`src/rtl/rs_pkg.sv`:
```
// Shared GF(2^8) constants, the xtime helper and the syndrome sequencer state type
// for the Reed-Solomon decoder front end.
package rs_pkg;

    localparam int         SYM_W    = 8;
    localparam logic [8:0] GF_POLY  = 9'h11D;
    localparam logic [7:0] GF_ALPHA = 8'h02;

    typedef enum logic [1:0] {
        IDLE,
        ACC,
        OUT
    } state_t;

    // Multiply by alpha (0x02): shift left and fold the overflow bit back through the field polynomial.
    function automatic logic [SYM_W-1:0] gf_xtime(input logic [SYM_W-1:0] x);
        return {x[SYM_W-2:0], 1'b0} ^ (x[SYM_W-1] ? GF_POLY[SYM_W-1:0] : '0);
    endfunction

endpackage

```
`src/rtl/rs_syndrome_seq_gf_mul.sv`:
```
// Combinational GF(2^8) multiplier over poly 0x11D (shift-and-add form).
module multiply
    import rs_pkg::*;
(
    input  logic [SYM_W-1:0] a,
    input  logic [SYM_W-1:0] b,
    output logic [SYM_W-1:0] p
);

    logic [SYM_W-1:0] shifted;

    always_comb begin
        p       = '0;
        shifted = a;
        for (int i = 0; i < SYM_W; i++) begin
            if (b[i]) begin
                p = p ^ shifted;
            end
            shifted = gf_xtime(shifted);
        end
    end

endmodule

```
`src/rtl/rs_syndrome_seq.sv`:
```
// Horner-rule RS syndrome sequencer: one shared GF multiplier updates one syndrome per
// cycle per received symbol, then the finished syndromes are streamed out serially.
module rs_syndrome_seq
    import rs_pkg::*;
#(
    parameter  int NSYN = 16,
    localparam int IW   = $clog2(NSYN)
) (
    input  logic             clk,
    input  logic             rst_n,
    input  logic             in_valid,
    output logic             in_ready,
    input  logic [SYM_W-1:0] in_data,
    input  logic             in_last,
    output logic             syn_valid,
    input  logic             syn_ready,
    output logic [SYM_W-1:0] syn_data,
    output logic [IW-1:0]    syn_idx,
    output logic             syn_last,
    output logic             cw_err
);

    state_t           state;
    logic [SYM_W-1:0] s [NSYN];
    logic [SYM_W-1:0] alpha_pow;
    logic [SYM_W-1:0] sym;
    logic [SYM_W-1:0] product;
    logic [SYM_W-1:0] s_new;
    logic [IW-1:0]    j;
    logic [IW-1:0]    next_idx;
    logic             last_seen;
    logic             any_nz;

    multiply gf_mul (
        .a (s[j]),
        .b (alpha_pow),
        .p (product)
    );

    // The last syndrome is still being written in the final ACC cycle, so use its new value.
    always_comb begin
        s_new    = product ^ sym;
        next_idx = syn_idx + 1'b1;
        any_nz   = (s_new != '0);
        for (int i = 0; i < NSYN - 1; i++) begin
            any_nz = any_nz | (s[i] != '0);
        end
    end

    always_ff @(posedge clk or negedge rst_n) begin
        if (!rst_n) begin
            state     <= IDLE;
            for (int i = 0; i < NSYN; i++) begin
                s[i] <= '0;
            end
            alpha_pow <= 8'h01;
            sym       <= '0;
            j         <= '0;
            last_seen <= 1'b0;
            in_ready  <= 1'b1;
            syn_valid <= 1'b0;
            syn_data  <= '0;
            syn_idx   <= '0;
            syn_last  <= 1'b0;
            cw_err    <= 1'b0;
        end else begin
            case (state)
                IDLE: begin
                    if (in_valid) begin
                        sym       <= in_data;
                        last_seen <= in_last;
                        j         <= '0;
                        alpha_pow <= 8'h01;
                        in_ready  <= 1'b0;
                        cw_err    <= 1'b0;
                        state     <= ACC;
                    end
                end
                ACC: begin
                    s[j]      <= s_new;
                    alpha_pow <= gf_xtime(alpha_pow);
                    j         <= j + 1'b1;
                    if (j == IW'(NSYN - 1)) begin
                        if (last_seen) begin
                            state     <= OUT;
                            syn_valid <= 1'b1;
                            syn_data  <= s[0];
                            syn_idx   <= '0;
                            syn_last  <= 1'b0;
                            cw_err    <= any_nz;
                        end else begin
                            state    <= IDLE;
                            in_ready <= 1'b1;
                        end
                    end
                end
                OUT: begin
                    if (syn_ready) begin
                        if (syn_last) begin
                            for (int i = 0; i < NSYN; i++) begin
                                s[i] <= '0;
                            end
                            state     <= IDLE;
                            in_ready  <= 1'b1;
                            syn_valid <= 1'b0;
                            syn_data  <= '0;
                            syn_idx   <= '0;
                            syn_last  <= 1'b0;
                        end else begin
                            syn_idx  <= next_idx;
                            syn_data <= s[next_idx];
                            syn_last <= (next_idx == IW'(NSYN - 1));
                        end
                    end
                end
                default: state <= IDLE;
            endcase
        end
    end

endmodule

```
`config.mk`:
```
export PLATFORM = sky130hd
export DESIGN_NAME = rs_syndrome_seq
export DESIGN_NICKNAME = d
export VERILOG_FILES = /design/src/rtl/rs_pkg.sv /design/src/rtl/rs_syndrome_seq_gf_mul.sv /design/src/rtl/rs_syndrome_seq.sv
export SDC_FILE = /design/constraint.sdc
export NUM_CORES = 1
export LEC_CHECK = 0
export BUFFER_PORTS_ARGS = -buffer_cell sky130_fd_sc_hd__buf_2
export CORE_ASPECT_RATIO = 0.7
export CORE_MARGIN = 1.5
export CORE_UTILIZATION = 32
export CTS_BUF_LIST = sky130_fd_sc_hd__clkbuf_2
export CTS_CLUSTER_DIAMETER = 40
export CTS_CLUSTER_SIZE = 8
export DETAILED_ROUTE_END_ITERATION = 10
export GPL_TIMING_DRIVEN = 0
export MAX_ROUTING_LAYER = met4
export PLACE_DENSITY = 0.51
export SLEW_MARGIN = 25
export SYNTH_ARGS = -nofsm -noshare
export SYNTH_HDL_FRONTEND = slang
export SYNTH_HIERARCHICAL = 1
export SYNTH_SLANG_ARGS = --single-unit
```
`constraint.sdc`:
```
create_clock -name clk -period 4.67 [get_ports clk]
set_input_delay 0.7005 -clock clk [delete_from_list [all_inputs] [get_ports clk]]
set_output_delay 0.7005 -clock clk [all_outputs]
set_load 0.1 [all_outputs]
```
==> results.ini <==
[clocking]
cts.path.max_buffers = 2
clock_latency_ns = 0.89
cts_htree_levels = 4
clockRootBuffer = clkbuf_2
clk_pin_slew_worst_paths_ns = 0.25
numCtsBuffers = 17
cts_sinks = 167
cts_tree = built

[grt]
antenna_found_initial = 5
use_met1 = 0.3794
grt_max_degree = 75
grt-ovfl-total = 0
grt_pass1_wl_mm = 57.30
track_usage = 0.2451
grt_pass1_vias = 8281
grt_busiest_layer = met1
grtUsageMet2 = 0.3028
grtUsageMet3 = 0.07904

[sta]
skew_ns = 0.05921
rsz0062_at_grt = yes
slew_violations = 0
finalHoldViolations = 0
period_share = 0.9782
min_period_ns = 4.568
hold_ws_ns = 0.1298
setup_violations = 0
clock.fmax_mhz = 218.9
relSlewSlack = 0.4057
worst_slew_pin_slew_ns = 0.8851

[cells_and_area]
fin_util = 0.3750
regArea_um2 = 4183
nets = 1044
instances_no_fill = 1459
multiInputGateArea_um2 = 5808
layout-drive-gt1-share = 0.1961
fillers = 3152
area_growth_pct = 14.74

[die]
pin_count = 29
die_w_um = 216.9
initial_core_util = 0.3268
rows = 54
die_area_um2 = 33120
core_um2 = 31350
dieHeight_um = 152.7

[synth]
synth_ff_type = dfrtp_1
yosys_warnings = 6
synth_area_um2 = 10250
synth_top_area_share = 0.4030
synthDistinctLibCells = 52
syn_area_per_cell_um2 = 10.71
netlist_instances = 957
synth_edf_count = 0
synth_most_common_cell = dfrtp_1
synth_nets = 979
async_flop_share = 1.000
synthTopCellsByCount = dfrtp_1, o21ai_0, nand3_1, nand2_1, xnor2_1
synth_seq_cells = 167
synth_area_leaders = dfrtp_1, mux4_2, o21ai_0
seq_area_frac_synth = 0.4081
synth_top_area_cell = dfrtp_1

[setup_path]
path_class = reg -> reg
crit_buf_inv = 5
cp_cell_sequence = buf_12 -> buf_6 -> buf_8 -> mux4_2 -> mux4_2 -> buf_6 -> xor2_2 -> xnor2_1 -> a211oi_1 -> a31oi_1 -> xnor2_1 -> xnor2_1 -> xor2_2 -> nand2b_2 -> buf_2 -> o21ai_0
arrival_ns = 5.32
slowest_stage = mux4_2
worstSetupStartpointType = flop
path_max_fanout = 10
path_common_cell = xnor2_1
slowest_delay_ns = 0.51
crit_path_end_kind = flop
cp_top_family = XOR/XNOR gates
required_ns = 5.42

[routing]
ant_nets = 0
routed_wl_mm = 38.01
drc_errors = 0
wl_per_cell_um = 26.05
firstDrtPassIters = 5
num_vias = 8658
drt_iter0_drc = 1079
viasPerCell = 5.934

[placed_design]
gp_congestion = 0.9813
placedCellCount = 1407
hpwl_mm = 28.83
port_buffers = 28

[worst_hold_path]
worstHoldPathType = in -> reg

[job]
drv_cap = 0

[run_status]
status = complete, no violations

[per-stage QoR]
step	worst slack (ns)	instance area [um2]	TNS (ns)
after floorplan	0.4251	10250	0
after global placement	-1.330	10910	-91.45
after detailed placement	-1.306	10980	-89.94
after CTS	0.01045	11620	0
after global routing	-0.07157	11760	-0.2251
final	0.1018	11760	0
[worst paths after layout]
check                      cells after the start      endpoint    startpoint  slack, ns
setup / recovery                              16        s[125]          j[1]       0.10
hold / removal                                 3      state[0]      in_valid       0.13
setup reg to reg                              16        s[125]          j[1]       0.10
hold reg to reg                                2  alpha_pow[0]  alpha_pow[0]       0.50
max in group asynchronous                      3         s[15]         rst_n       3.78
min in group asynchronous                      2   syn_data[3]         rst_n       0.22
[worst register-to-register path: stages, from the launching register on]
cell and delay (ns):
dfrtp_1 0.48, buf_12 0.18, buf_6 0.19, buf_8 0.18, mux4_2 0.39, mux4_2 0.51, buf_6 0.18, xor2_2 0.30
xnor2_1 0.18, a211oi_1 0.30, a31oi_1 0.10, xnor2_1 0.18, xnor2_1 0.29, xor2_2 0.27, nand2b_2 0.17, buf_2 0.27
o21ai_0 0.29
[layer usage]
metal	part of all wire	wire (um)
met5	0	0
met4	0.015	555
met3	0.12	4676
met2	0.38	14590
met1	0.48	18180
[final cells by class]
class                      instances  share of cell area
sequential                       167              0.3558
tap                              420             0.04470
inverter                          12            0.003831
buffer                            78             0.04385
timing repair buffer              48             0.03108
antenna                            4           0.0008514
clock inverter                    11             0.01692
clock buffer                      21            0.008940
multi-input combinational        698              0.4940
[cells by family (layout without fill, tap and decap cells)]
group,count (synthesis),after routing,share of synthesized area
mux,99,99,0.1954
xor+xnor,90,90,0.08597
compound gates,187,187,0.1029
flops,167,167,0.4081
buf+inv,92,170,0.04372
simple gates,313,313,0.1529
fa+ha+maj,9,9,0.01099
other cells,0,4,0
[repair_timing]
action | in CTS | in global routing
gates resized for setup | 45 | 36
pin swaps | 7 | 9
endpoints found under the hold margin | 176 | 0
setup endpoints to repair | 129 | 79
buffers inserted | 7 | 1
hold buffers | 10 | 0
[registers in the layout, summed over array words and instances (netlist names), 2 cells and up]
signal,count
s,128
alpha_pow,8
j,4
syn_idx,4
syn_data,8
state,2
sym,8
[cells in the final DEF, fill, tap and decap left out, types with 5 or more instances in the layout]
cell	n
nand4_1	10
xnor2_2	14
ha_1	9
nor3b_1	8
nor4_1	30
nor2_1	11
mux4_1	24
mux2_2	16
xor2_4	6
a211oi_1	5
xnor2_1	46
nand3_1	137
buf_2	34
nor2b_1	7
o21ai_0	138
o21ai_1	6
inv_1	11
bufinv_16	5
dfrtp_1	164
nand2b_1	11
a22o_1	6
clkbuf_1	42
nand2_1	82
buf_6	9
mux4_2	48
xor2_1	20
buf_4	10
mux2i_1	11
buf_12	6
a21oi_1	8
dlygate4sd3_1	10
clkbuf_2	26
Power is left out: the tool's default activity adds up to more than one toggle a clock period on the data nets, which glitch-free logic cannot reach.
